File: config.mk
export PLATFORM = sky130hd
export DESIGN_NAME = pps_pulse_shaper
export DESIGN_NICKNAME = d
export VERILOG_FILES = /design/src/rtl/pps_pulse_shaper.sv
export SDC_FILE = /design/constraint.sdc
export NUM_CORES = 1
export LEC_CHECK = 0
export CORE_ASPECT_RATIO = 0.5
export CORE_UTILIZATION = 37
export DETAILED_ROUTE_END_ITERATION = 8
export GPL_ROUTABILITY_DRIVEN = 0
export HOLD_SLACK_MARGIN = 0.02
export MAX_ROUTING_LAYER = met4
export PLACE_DENSITY = 0.65
export SLEW_MARGIN = 20
export SYNTH_ARGS = -nofsm -noshare
export SYNTH_HDL_FRONTEND = slang
export SYNTH_SLANG_ARGS = --single-unit
export TNS_END_PERCENT = 1
File: constraint.sdc
create_clock -name i_clk_25MHz -period 2.6 [get_ports i_clk_25MHz]
set_input_delay 0.39 -clock i_clk_25MHz [delete_from_list [all_inputs] [get_ports i_clk_25MHz]]
set_output_delay 0.39 -clock i_clk_25MHz [all_outputs]
set_load 0.05 [all_outputs]
File: src/rtl/pps_pulse_shaper.sv
`default_nettype none
// ============================================================================
// Module   : pps_pulse_shaper
// Purpose  : Shapes the 1-cycle period tick into a PPS pulse of fixed width with
//            an optional phase delay. The PPS_WATCHDOG_EN macro adds the lost-tick
//            watchdog (o_tick_lost and TIMEOUT_CYC).
// Revision : 1.0 - initial release
// ============================================================================
module pps_pulse_shaper #(
    parameter int CLK_FREQ = 25,
    parameter int WIDTH_US = 70,
    parameter int DELAY_US = 0,
    parameter int CNT_W    = 32
`ifdef PPS_WATCHDOG_EN
    ,
    parameter int TIMEOUT_CYC = 25_000_100
`endif
) (
    input  logic             i_clk_25MHz,
    input  logic             i_rst,
    input  logic             i_tick,
    input  logic             i_en,
    output logic             o_pps,
    output logic             o_busy,
    output logic             o_overrun,
    output logic [CNT_W-1:0] o_pulse_count
`ifdef PPS_WATCHDOG_EN
    ,
    output logic             o_tick_lost
`endif
);

    localparam int c_WIDTH_CYC = WIDTH_US * CLK_FREQ;
    localparam int c_DELAY_CYC = DELAY_US * CLK_FREQ;
    localparam int c_MAX_CYC   = (c_WIDTH_CYC > c_DELAY_CYC) ? c_WIDTH_CYC : c_DELAY_CYC;
    localparam int c_CW        = $clog2(c_MAX_CYC) + 1;
    localparam bit c_HAS_DELAY = (DELAY_US > 0);

    localparam logic [c_CW-1:0]  c_WIDTH_LOAD = c_CW'(c_WIDTH_CYC - 1);
    localparam logic [c_CW-1:0]  c_DELAY_LOAD = c_HAS_DELAY ? c_CW'(c_DELAY_CYC - 1) : '0;
    localparam logic [c_CW-1:0]  c_CYC_ONE    = {{(c_CW-1){1'b0}}, 1'b1};
    localparam logic [CNT_W-1:0] c_CNT_ONE    = {{(CNT_W-1){1'b0}}, 1'b1};

    typedef enum logic [1:0] {
        S_IDLE  = 2'd0,
        S_DELAY = 2'd1,
        S_PULSE = 2'd2
    } state_t;

    state_t             r_state;
    state_t             w_next_state;
    logic [c_CW-1:0]    r_cnt;
    logic [c_CW-1:0]    w_next_cnt;
    logic               r_pps;
    logic               r_busy;
    logic               r_overrun;
    logic [CNT_W-1:0]   r_pulse_count;

    always_comb begin
        w_next_state = r_state;
        w_next_cnt   = r_cnt;
        unique case (r_state)
            S_IDLE: begin
                if (i_tick && i_en) begin
                    if (c_HAS_DELAY) begin
                        w_next_state = S_DELAY;
                        w_next_cnt   = c_DELAY_LOAD;
                    end else begin
                        w_next_state = S_PULSE;
                        w_next_cnt   = c_WIDTH_LOAD;
                    end
                end
            end
            S_DELAY: begin
                if (r_cnt == '0) begin
                    w_next_state = S_PULSE;
                    w_next_cnt   = c_WIDTH_LOAD;
                end else begin
                    w_next_cnt   = r_cnt - c_CYC_ONE;
                end
            end
            S_PULSE: begin
                if (r_cnt == '0) begin
                    w_next_state = S_IDLE;
                end else begin
                    w_next_cnt   = r_cnt - c_CYC_ONE;
                end
            end
            default: begin
                w_next_state = S_IDLE;
                w_next_cnt   = '0;
            end
        endcase
    end

    // Outputs are registered from the next state so they line up with the state itself.
    always_ff @(posedge i_clk_25MHz) begin
        if (i_rst) begin
            r_state       <= S_IDLE;
            r_cnt         <= '0;
            r_pps         <= 1'b0;
            r_busy        <= 1'b0;
            r_overrun     <= 1'b0;
            r_pulse_count <= '0;
        end else begin
            r_state <= w_next_state;
            r_cnt   <= w_next_cnt;
            r_pps   <= (w_next_state == S_PULSE);
            r_busy  <= (w_next_state != S_IDLE);
            if ((w_next_state == S_PULSE) && (r_state != S_PULSE)) begin
                r_pulse_count <= r_pulse_count + c_CNT_ONE;
            end
            if (i_tick && (r_state != S_IDLE)) begin
                r_overrun <= 1'b1;
            end
        end
    end

    assign o_pps         = r_pps;
    assign o_busy        = r_busy;
    assign o_overrun     = r_overrun;
    assign o_pulse_count = r_pulse_count;

`ifdef PPS_WATCHDOG_EN
    localparam int                c_WD_W     = $clog2(TIMEOUT_CYC + 1);
    localparam logic [c_WD_W-1:0] c_WD_LIMIT = c_WD_W'(TIMEOUT_CYC);
    localparam logic [c_WD_W-1:0] c_WD_ONE   = {{(c_WD_W-1){1'b0}}, 1'b1};

    logic [c_WD_W-1:0] r_wd_cnt;
    logic              r_tick_lost;

    // Counter saturates at the limit so the flag holds until the next tick.
    always_ff @(posedge i_clk_25MHz) begin
        if (i_rst) begin
            r_wd_cnt    <= '0;
            r_tick_lost <= 1'b0;
        end else begin
            if (i_tick || !i_en) begin
                r_wd_cnt <= '0;
            end else if (r_wd_cnt != c_WD_LIMIT) begin
                r_wd_cnt <= r_wd_cnt + c_WD_ONE;
            end
            if (i_tick) begin
                r_tick_lost <= 1'b0;
            end else if (r_wd_cnt == c_WD_LIMIT) begin
                r_tick_lost <= 1'b1;
            end
        end
    end

    assign o_tick_lost = r_tick_lost;
`endif

endmodule
`default_nettype wire

==> impl_metrics.toml <==
[outcome]
outcome = "completed"

[worst_setup_path]
cp.arrival_ps = 2680
slowest_stage = "or4_1"
worstPathCellList = "inv_1, ha_1, nor4b_4, a41oi_2, buf_6, or2_2, or4_1, a21oi_1"
cpPeakStageDelay_ps = 510
critPathBufInv = 2
cp_top_family = "simple AND/OR/NAND/NOR gates"
cp_num_cells = 8
r2r_cells = 8
end_kind = "flip-flop"
timing_worst_setup_path_type = "flip-flop to flip-flop"
critPathLaunchType = "flip-flop"
worst-endpoint-required_ps = 2810
worst-path-max-fanout = 23

[drt]
drc_errors = 0
dr.pass1.iters = 4
postRouteAntennaNets = 0
postRouteWirelength_um = 5913
post_drt_wl_per_cell_um = 14.18
dr.first_iter.drc_count = 95
viasPerCell = 5.422
via_count = 2261

[sta]
slew_headroom_pct = 50.63
min_period_ps = 2465
hold_viol = 0
drv_slew = 0
setup_viol = 0
worstMarginPinSlew_ps = 733.8
skew_ps = 6.953
period_share_pct = 94.79
grt_setup_unrepaired = "true"
fmax_ghz = 0.4057
tns_ps = 0

[placed_design]
place_inst = 410
dpl.hpwl_um = 4288
io_buffers = 38

[min_path]
hold_depth = 2
hold_path_class = "flip-flop to flip-flop"

[clock_tree]
cts_tree = "yes"
clk_pin_slew_ps = 70
htree_levels = 2
clock_latency_ps = 290
cts_buffer_depth = 2
cts_sinks = 49
root_buffer = "clkbuf_16"
tritoncts.num_buffers = 5

[synthesis]
ys_seq_elements = 49
synthDistinctLibCells = 43
syn_area_per_cell_um2 = 8.337
ys.flop_type = "dfxtp_1"
synth_edf_count = 0
syn-num-nets = 300
synth_warnings = 0
synth_cells = 294
synth_area_um2 = 2451
synth_top_area_share_pct = 40.02
synth.largest_area_cell = "dfxtp_1"
seq_area_frac_synth_pct = 40.02
yosys-top-cells-area = "dfxtp_1 40%, xnor2_1 7.9%, nor2_1 6.6%, nor4_1 3.6%, nand3_1 2.9%"
async_flop_share_pct = 0

[finish]
drive_gt1_share_pct = 6.687
nets = 335
diodes = 0
finalNonFillerCells = 417
final_util_pct = 49.40
syn_to_final_growth_pct = 25.57

[floorplanning]
die_area_um2 = 6974
core_area_um2 = 6231
start_util_pct = 39.34
die-height_um = 59.56
num_rows = 20
die_x_um = 117.1
ioPinCount = 39

[power]
static-leakage-power_uw = 0.001014
peakVddDrop_uv = 242.8
p_per_area_nw_per_um2 = 560.9
power_uw = 1726

[global_routing]
grt_max_degree = 31
grt_first_pass_wirelength_um = 10250
grt.overflow.total = 0
antenna_found_initial = 0
grt_pass1_vias = 2188
grt_util_all_layers_pct = 19.43

[job]
maxCapViolations = 0
[registers in the layout, summed over array words and instances (netlist names)]
register       count
r_state            2
o_overrun          1
o_busy             1
o_pps              1
r_cnt             12
o_pulse_count     32
[through the flow]
stage          setup WS, ps  instance area, µm²  hold WS, ps
2_1_floorplan         117.9                2451        473.4
3_3_place_gp          219.3                2922        458.4
3_5_place_dp          137.4                2922        469.6
4_1_cts               95.52                3064        492.0
5_1_grt              -46.27                3078        528.4
6_report              135.4                3078        485.4
[cell usage after synthesis (all sizes together) (4+ instances only)]
cell,n
o21a,4
buf,5
nor4b,5
nor4,15
xor2,5
clkbuf,12
or4,4
nand2,18
xnor2,22
o31ai,5
nor3,11
o21ai,9
and3,7
and4,4
nand4,9
nand3,14
a21oi,13
inv,4
dfxtp,49
nor2,43
or3,7
a31oi,5
[metal layers]
metal | global-route usage, % | part of all wire, %
met5 | - | 0
met3 | 3.783 | 2.2
met1 | 25.16 | 50
met2 | 31.53 | 48
met4 | 4.702 | 0
[worst paths after layout]
kind                          startpoint                        endpoint  slack (ps)
setup / recovery   r_cnt[0]$_SDFFE_PP0P_  o_pulse_count[24]$_SDFFE_PP0P_         140
hold / removal    o_overrun$_SDFFE_PP0P_          o_overrun$_SDFFE_PP0P_         490
setup reg to reg   r_cnt[0]$_SDFFE_PP0P_  o_pulse_count[24]$_SDFFE_PP0P_         140
hold reg to reg   o_overrun$_SDFFE_PP0P_          o_overrun$_SDFFE_PP0P_         490
[cell usage in the layout, fill, tap and decap left out, types with 2 or more instances in the layout]
cell,n
nor3_1,11
and2_1,2
nor4_1,14
nor2_1,43
o311ai_0,2
nand3_1,14
xnor2_1,22
a31oi_1,5
a211oi_1,2
a21oi_1,13
or2_2,2
xor2_1,5
nand2_1,18
or4_1,3
nor3b_1,2
ha_1,2
dfxtp_1,49
o21ai_0,9
inv_1,4
buf_4,6
and3_1,7
clkdlybuf4s50_1,38
clkbuf_16,5
o31ai_1,5
o21a_1,4
or3_1,7
nor4b_1,3
and4_1,4
nand4_1,9
a21o_1,2
[cell type report]
class / instances / area [µm²]
fillers: 579 / 3153
multi-input cells: 224 / 1393
flip-flops and latches: 49 / 980.9
repair buffers: 45 / 436.7
clock buffers: 7 / 142.6
well taps: 88 / 110.1
inverters: 4 / 15.01
[where the power goes]
part           total [µW]  switching, µW  leakage [µW]  internal [µW]
combinational         259            160      0.000547           99.0
sequential            821           40.7      0.000398            780
clock                 646            268     0.0000700            378
[cell families (layout without fill, tap and decap cells)]
| logic type | Yosys count | in the layout | share of synthesized area, % |
|---|---|---|---|
| and+or+nand+nor | 146 | 146 | 32.31 |
| buffers and inverters | 21 | 56 | 3.573 |
| adders and majority gates | 2 | 2 | 1.021 |
| muxes | 1 | 1 | 0.4594 |
| AOI/OAI and AO/OA | 48 | 48 | 12.97 |
| DFF | 49 | 49 | 40.02 |
| xor gates and xnor gates | 27 | 27 | 9.648 |
[timing repair]
action / in CTS / in global routing
hold buffers: 0 / 0
endpoints found under the hold margin: 0 / 0
setup endpoints to repair: 0 / 3
gates resized for setup: 0 / 3
setup buffers: 0 / 0
[worst reg2reg max path, delay by kind of cell, from the launching register on]
kind	cells	cell delay, ps
buffers and inverters	2	320
adder cells (fa/ha/maj)	1	220
AO/OA/AOI/OAI	2	370
flip-flops	1	320
AND/OR/NAND/NOR	3	1160
Power figures use the tool's default switching activity.
